[src/rtl/la_pkg.sv]
// la_pkg: shared state encoding and default widths for the logic-analyser capture path
package la_pkg;
  localparam int WIDTH_DEF    = 8;
  localparam int DIV_BITS_DEF = 16;
  localparam int CNT_BITS_DEF = 16;
  typedef enum logic [1:0] {
    ST_IDLE    = 2'd0,
    ST_ARMED   = 2'd1,
    ST_CAPTURE = 2'd2,
    ST_DONE    = 2'd3
  } state_e;
endpackage

[src/rtl/sample_capture_tick_divider.sv]
// tick_divider: prescaler that emits one tick every divider+1 enabled clocks
module tick_divider import la_pkg::*; #(
  parameter int DIV_BITS = DIV_BITS_DEF
) (
  input  logic                clk,
  input  logic                nReset,
  input  logic                en,
  input  logic                clr,
  input  logic [DIV_BITS-1:0] divider,
  output logic                tick
);
  logic [DIV_BITS-1:0] cnt_q, cnt_d;
  assign tick = en && !clr && cnt_q == divider;
  // clear wins, then hold when disabled, else count up and wrap on the tick
  always_comb cnt_d = clr ? '0 : !en ? cnt_q : tick ? '0 : cnt_q + 1'b1;
  // prescaler register
  always_ff @(posedge clk or negedge nReset)
    if (!nReset) cnt_q <= '0;
    else cnt_q <= cnt_d;
endmodule

[src/rtl/sample_capture.sv]
// sample_capture: triggered logic-analyser acquisition front end feeding the sample FIFO
module sample_capture import la_pkg::*; #(
  parameter int WIDTH    = WIDTH_DEF,
  parameter int DIV_BITS = DIV_BITS_DEF,
  parameter int CNT_BITS = CNT_BITS_DEF
) (
  input  logic                clk,
  input  logic                nReset,
  input  logic [WIDTH-1:0]    probe,
  input  logic                start,
  input  logic                abort,
  input  logic [DIV_BITS-1:0] divider,
  input  logic [WIDTH-1:0]    trigMask,
  input  logic [WIDTH-1:0]    trigValue,
  input  logic [CNT_BITS-1:0] sampleCount,
  input  logic                fifoFull,
  output logic                fifoWrite,
  output logic [WIDTH-1:0]    fifoWriteData,
  output logic                busy,
  output logic                done,
  output logic                overflow,
  output logic [1:0]          state
);
  state_e              state_q, state_d;
  logic [WIDTH-1:0]    meta_q, sync_q;
  logic [DIV_BITS-1:0] div_q, div_d;
  logic [WIDTH-1:0]    mask_q, mask_d, value_q, value_d, data_q, data_d;
  logic [CNT_BITS-1:0] total_q, total_d, cnt_q, cnt_d, cnt_inc;
  logic                done_q, done_d, ovf_q, ovf_d, wr_q, wr_d;
  logic                active, tick, hit, take;
  assign active  = state_q == ST_ARMED || state_q == ST_CAPTURE;
  assign hit     = ((sync_q ^ value_q) & mask_q) == '0;
  assign take    = tick && (state_q == ST_CAPTURE || hit);
  assign cnt_inc = cnt_q + 1'b1;
  tick_divider #(.DIV_BITS(DIV_BITS)) u_div (
    .clk     (clk),
    .nReset  (nReset),
    .en      (active),
    .clr     (!active),
    .divider (div_q),
    .tick    (tick)
  );
  // two-flop synchroniser for the asynchronous probe pins
  always_ff @(posedge clk or negedge nReset)
    if (!nReset) begin
      meta_q <= '0;
      sync_q <= '0;
    end else begin
      meta_q <= probe;
      sync_q <= meta_q;
    end
  // next state: abort beats start, start only from IDLE/DONE, then per-tick sampling
  always_comb begin
    state_d = state_q;
    div_d   = div_q;
    mask_d  = mask_q;
    value_d = value_q;
    total_d = total_q;
    cnt_d   = cnt_q;
    done_d  = done_q;
    ovf_d   = ovf_q;
    wr_d    = 1'b0;
    data_d  = data_q;
    if (abort) begin
      state_d = ST_IDLE;
      done_d  = 1'b0;
    end else if (start && !active) begin
      div_d   = divider;
      mask_d  = trigMask;
      value_d = trigValue;
      total_d = sampleCount;
      cnt_d   = '0;
      ovf_d   = 1'b0;
      state_d = sampleCount == '0 ? ST_DONE : ST_ARMED;
      done_d  = sampleCount == '0;
    end else if (take) begin
      cnt_d   = cnt_inc;
      wr_d    = !fifoFull;
      ovf_d   = ovf_q | fifoFull;
      data_d  = sync_q;
      state_d = cnt_inc == total_q ? ST_DONE : ST_CAPTURE;
      done_d  = cnt_inc == total_q;
    end
  end
  // state, latched config, counter and registered write port
  always_ff @(posedge clk or negedge nReset)
    if (!nReset) begin
      state_q <= ST_IDLE;
      div_q   <= '0;
      mask_q  <= '0;
      value_q <= '0;
      total_q <= '0;
      cnt_q   <= '0;
      done_q  <= 1'b0;
      ovf_q   <= 1'b0;
      wr_q    <= 1'b0;
      data_q  <= '0;
    end else begin
      state_q <= state_d;
      div_q   <= div_d;
      mask_q  <= mask_d;
      value_q <= value_d;
      total_q <= total_d;
      cnt_q   <= cnt_d;
      done_q  <= done_d;
      ovf_q   <= ovf_d;
      wr_q    <= wr_d;
      data_q  <= data_d;
    end
  assign fifoWrite     = wr_q;
  assign fifoWriteData = data_q;
  assign busy          = active;
  assign done          = done_q;
  assign overflow      = ovf_q;
  assign state         = state_q;
endmodule

[config.mk]
export PLATFORM = sky130hd
export DESIGN_NAME = sample_capture
export DESIGN_NICKNAME = d
export VERILOG_FILES = /design/src/rtl/la_pkg.sv /design/src/rtl/sample_capture_tick_divider.sv /design/src/rtl/sample_capture.sv
export SDC_FILE = /design/constraint.sdc
export NUM_CORES = 1
export LEC_CHECK = 0
export CORE_UTILIZATION = 40
export DETAILED_ROUTE_END_ITERATION = 12
export DONT_BUFFER_PORTS = 1
export HOLD_SLACK_MARGIN = 0.15
export SETUP_SLACK_MARGIN = 0.05
export SYNTH_ARGS = -nofsm -noshare
export SYNTH_HDL_FRONTEND = slang
export SYNTH_SLANG_ARGS = --single-unit
[constraint.sdc]
create_clock -name clk -period 5.4 [get_ports clk]
set_clock_uncertainty 0.1 [all_clocks]
set_input_delay 0.54 -clock clk [delete_from_list [all_inputs] [get_ports clk]]
set_output_delay 0.54 -clock clk [all_outputs]
set_load 0.02 [all_outputs]
### Word-level counts from Yosys, hierarchy flattened

Cells that the tools add are included.

* add/sub/neg operators: 2
* div/mod/pow operators: 0
* shift operators: 0
* $lt $le $gt $ge: 0
* $mul: 0
* bitwise gates (word level): 5
* reduce and logical (&&, ||, !) cells: 14
* equality and inequality tests: 4
* muxes and demuxes: 17

Operator list (count)
* 16-bit 2-to-1 mux: 4
* 16-bit by 1-bit adder with 16-bit output, second input constant: 2
* 16-bit equality test: 2
* 16-bit logical NOT: 1
* 1-bit 2-to-1 mux: 9
* 8-bit AND: 1
* 8-bit logical NOT: 1
* 2-bit 2-to-1 mux: 4
* 8-bit XOR: 1
* 2-bit AND reduction: 2
* 1-bit logical AND: 3
* 3-bit AND reduction: 1
* 3-bit nonzero test: 1
* 2-bit by 1-bit equality test with 1-bit output, second input constant: 1
* 2-bit equality test, second input constant: 1
* 1-bit logical NOT: 2
* 1-bit logical OR: 2
* 1-bit inverter: 2
* 2-bit nonzero test: 1
* 1-bit OR: 1

* register bits: 109
* ROM bits: 0
* bits in latches: 0
* RAM bits: 0
* memories kept: 0
* output and inout bits: 14

### Longest topological paths before layout

* depth after elaboration: 8
* depth in mapped cells: 9
* mapped depth without buffers: 8

### Cells and area by module

A second synthesis with hierarchy kept.

* cells, all modules: 538
* area total of the unflattened synthesis: 5539.1 sq um

By module, submodules not included
* sample_capture: seq. area each 2327.2 sq um, times used 1, cells an instance 397, area an instance 4315.4 sq um
* tick_divider: seq. area each 400.4 sq um, times used 1, cells an instance 141, area an instance 1223.7 sq um

### Worst setup path after synthesis

Ideal clock, no wire load.

* path type: register -> register
* from: reg state_q[0], in the netlist state[0]
* to: reg data_q[6], in the netlist fifoWriteData[6]
* stages on the path, launching flop included: 8
* data required time: 5.175 ns
* arrival time: 2.111 ns
* setup slack: 3.064 ns
* period minus slack after synthesis: 2.336 ns
* cells stage by stage: dfrtp_1 inv_1 ha_1 inv_1 nand2_1 nor4_4 buf_2 mux2_2

* longest elaborated chain between the ends: 6

Ends and longest elaborated chain
* start: declaration: RTL line sample_capture.sv:24 `state_e state_q, state_d;`
* start signal: assignment: RTL line sample_capture.sv:99 `state_q <= state_d;`
* 2-bit by 1-bit equality test with 1-bit output or 2-bit equality test (tied branches): RTL line sample_capture.sv:31 `assign active = state_q == ST_ARMED || state_q == ST_CAPTURE;`
* 1-bit logical OR (*): RTL line sample_capture.sv:31
* net busy: RTL line sample_capture.sv:19 `output logic busy,`
* 1-bit logical NOT
* 1-bit logical AND: RTL line sample_capture.sv:67 `end else if (start && !active) begin`
* 1-bit inverter (no source line)
* 3-bit AND reduction (no source line) (*)
* end signal: assignment: RTL line sample_capture.sv:108 `data_q <= data_d;`
* end: declaration: RTL line sample_capture.sv:27 `logic [WIDTH-1:0] mask_q, mask_d, value_q, value_d, data_q, data_d;`

Mark *: on every way through the listed nets, which the timed path passes. The rest lies on a longest branch.
A chain may end at the register's enable or synchronous reset.

### Worst setup path in the final report

* from: reg state_q[0], in the netlist state[0]
* to: reg cnt_q[7]

* longest elaborated chain between the ends: 6

Ends and longest elaborated chain
* 2-bit by 1-bit equality test with 1-bit output or 2-bit equality test (tied branches): RTL line sample_capture.sv:31
* 1-bit logical OR (*): RTL line sample_capture.sv:31
* net busy: RTL line sample_capture.sv:19
* 1-bit logical AND or 1-bit logical NOT (tied branches)
* 1-bit logical AND, on equally long branches: RTL line sample_capture.sv:33, sample_capture.sv:67
* 2-bit nonzero test (no source line)
* 2-bit AND reduction (no source line)
* end signal: assignment: RTL line sample_capture.sv:104 `cnt_q <= cnt_d;`
* end: declaration: RTL line sample_capture.sv:28 `logic [CNT_BITS-1:0] total_q, total_d, cnt_q, cnt_d, cnt_inc;`

Marked as above.

==> summary.txt <==
Post-CTS Setup Repair Bufs: 0
Endpoint of the worst hold-timing path: value_q[2]
Detailed-placement wirelength estimate: 7.45 mm
Total global routing overflow: 0
Fill cell instance count of the final layout: 1,180
Setup Viol. Count Final: 0
Worst-path maximum fanout: 25
Hold slack: 0.187 ns
Comb power frac: 0.124
CTS-repair resized insts: 0
CTS tree: built
Setup slack on the worst flop-to-flop path: 2.13 ns
Launch point of the worst reg-to-reg path: state[0]
Final routed DRC violation total: 0
Main combinational cell family by area after synthesis: simple AND/OR/NAND/NOR gates
TritonCTS buffer count: 9
Total number of vias: 3,484
Core region area: 12,200 µm²
Number of distinct library cells after synthesis: 48
Leading cell types in the layout, fill and taps excluded: nand2_1, dfrtp_1, xor2_1, nor2_1, nand3_1
Area fraction in and, or, nand and nor cells after synthesis: 0.235
Total wire length: 10.7 mm
Cell count of the worst reg-to-reg path: 8
Kind of launch point of the worst setup path: flop
Fin crit period: 3.27 ns
Summed instance area of the synthesized netlist: 5070 µm²
Predominant post-synthesis flop cell: dfrtp_1
Adder-cell share of the synthesized area: 0.00740
CTS Buffer Depth: 2
Standby leakage power: 2.74 nW
Sequential cell area fraction in the yosys report: 0.537
Power share of the clock group: 0.352
Die Outline Area: 13,100 µm²
Detailed router's first-iteration violation count: 184
Xor/xnor share of the synthesized area: 0.106
Pin count of the biggest net entering global routing: 110
Clock input transition at the sequential cells of the worst setup and hold paths: 0.08 ns
Hold Violations, Final: 0
Number of max-slew violations in the final report: 0
Design internal power: 0.00132 W
Number of antenna violations at the first check in global routing: 0
Total track usage: 0.181
Net switching fraction of the power: 0.284
Areal power density over the cells: 329 nW/µm²
Critical path type: reg2reg
Initial standard-cell utilization of the core: 0.416
Site Rows: 40
Router iterations before antenna repair: 4
Wire length of the first global-routing pass: 18.0 mm
Share of synthesized registers carrying an async set or reset: 1.00
Hold-fix buffer count after cts: 11
Commonest non-fill, non-tap cell in the layout: nand2_1
Worst hold path type: in2reg
Antenna fix cells: 0
Post-placement cell count: 669
Post-synthesis to final-layout area growth: 10.8%
Final worst path period share: 0.606
Via count of the first global-routing pass: 3,599
Worst slew margin: 0.276
Vert. Die Dim: 115 µm
Horizontal die dimension: 115 µm
Worst reg2reg endpoint: cnt_q[7]
DR WL/cell: 15.4 µm
Clock tree root driver cell: clkbuf_16
Worst Hold Path Cells: 2
Data arrival at the endpoint of the critical path: 3.44 ns
Number of nets in the synthesized netlist: 587
Synthesis Warnings: 0
Maximum clock frequency: 0.306 GHz
Outcome: finished, final reports clean
Unrepaired setup endpoints after global routing: no
Clock insertion delay at the later pin of the skew report: 0.35 ns
Synth Area per Inst: 9.70 µm²
Number of flops mapped to enable cells by yosys: 0
Complex-gate fraction of the synthesized area: 0.0589
Number of top-level design ports: 75
Highest ir drop seen on vdd: 0.227 mV
Clock sink count: 109
Worst setup EP type: flop
Share of cells above drive strength 1: 0.0701
Final total power: 0.00185 W
Power spent charging and discharging nets: 0.000526 W
Port buffer count: 0
Final Instance Count excl. Fillers: 696
Required time at the worst-slack endpoint: 5.57 ns
Gate count after technology mapping: 523
Min-Delay Startpoint: trigValue[2]
Final total negative setup slack: 0 ns
Global placement routability congestion: 0.837
Via/cell ratio: 5.01
Mux cell area share after synthesis: 0.0306
Max_cap viols: 0
Util after Layout: 0.460
# H-tree levels: 3
Number of synthesized register bits: 109
Pin slew with the least headroom to its limit: 1.08 ns
Antenna-violating nets left: 0
Post-layout net count: 587
Flop pwr share: 0.524
per-stage QoR:
step                      area (µm²)  setup WS (ns)
after global placement          5200           2.19
after CTS                       5620           2.10
after detailed placement        5200           2.11
after global routing            5620           1.85
after floorplan                 5070           3.06
final                           5620           2.13
Yosys cell counts, drive strengths merged, types with 4 or more instances:
| cell | count | share of area |
|---|---|---|
| xnor2 | 15 | 0.026 |
| nor2 | 34 | 0.026 |
| nor2b | 4 | 0.0049 |
| a21oi | 4 | 0.0039 |
| a221o | 6 | 0.012 |
| buf | 9 | 0.0091 |
| mux2 | 12 | 0.027 |
| nand4 | 6 | 0.0074 |
| a22oi | 4 | 0.0059 |
| or3 | 4 | 0.0049 |
| inv | 6 | 0.0044 |
| clkbuf | 15 | 0.011 |
| nor4 | 10 | 0.015 |
| dfrtp | 109 | 0.54 |
| nor3b | 4 | 0.0059 |
| nand3 | 16 | 0.016 |
| o21ai | 12 | 0.012 |
| nand2 | 160 | 0.12 |
| xor2 | 44 | 0.076 |
| and3 | 13 | 0.016 |
critical path: stages (launching register included):
cell	delay, ns
dfrtp_1	0.49
inv_1	0.10
ha_1	0.32
inv_1	0.23
nand2_1	0.18
nor4_4	0.84
buf_4	0.42
mux2_2	0.37
o21ai_0	0.14
cells by family (layout without fill, tap and decap cells):
logic type                 count (synthesis)  in the layout
and+or+nand+nor                          266            266
xor gates and xnor gates                  60             60
AOI/OAI and AO/OA                         41             41
buffers and inverters                     30             35
DFF                                      109            109
adders and majority gates                  3              3
muxes                                     14             14
how the worst max path moves through the flow:
stage	from	to	slack (ns)	cells after the start
floorplan	state[0]	fifoWriteData[6]	3.06	7
global route	state[0]	cnt_q[7]	1.85	8
finish	state[0]	cnt_q[7]	2.13	8
CTS	state[0]	cnt_q[7]	2.10	8
detailed placement	state[0]	cnt_q[7]	2.11	8
global placement	state[0]	cnt_q[7]	2.19	8
routing by layer:
metal,vias up,track usage,wire [µm]
li1,1738,-,-
met1,1658,0.250,5130
met2,80,0.273,4680
met3,8,0.0598,790
met4,0,0.0468,104
met5,-,0,0
flip-flops by register name, summed over array words and instances, names as in the netlist:
register and cells:
cnt_q 16, div_q 16, done 1, fifoWrite 1, fifoWriteData 8, mask_q 8, meta_q 8, overflow 1
state 2, sync_q 8, total_q 16, u_div.cnt_q 16, value_q 8
cell type report:
| class | count | area, µm² | area share |
|---|---|---|---|
| clock buffer | 10 | 229 | 0.0407 |
| sequential | 109 | 2730 | 0.485 |
| tap | 168 | 210 | 0.0374 |
| multi-input combinational | 384 | 2230 | 0.397 |
| inverter | 6 | 22.5 | 0.00401 |
| timing repair buffer | 13 | 143 | 0.0254 |
| clock inverter | 6 | 60.1 | 0.0107 |
power by group through the flow:
stage | Combinational [W] | Clock [W] | Sequential [W]
3_3_place_gp | 0.000204 | 0 | 0.000984
4_1_cts | 0.000234 | 0.000673 | 0.000971
5_1_grt | 0.000268 | 0.000702 | 0.000980
2_1_floorplan | 0.000170 | 0 | 0.000965
6_report | 0.000229 | 0.000651 | 0.000970
3_5_place_dp | 0.000208 | 0 | 0.000986
(Power assumes the default switching activity.)
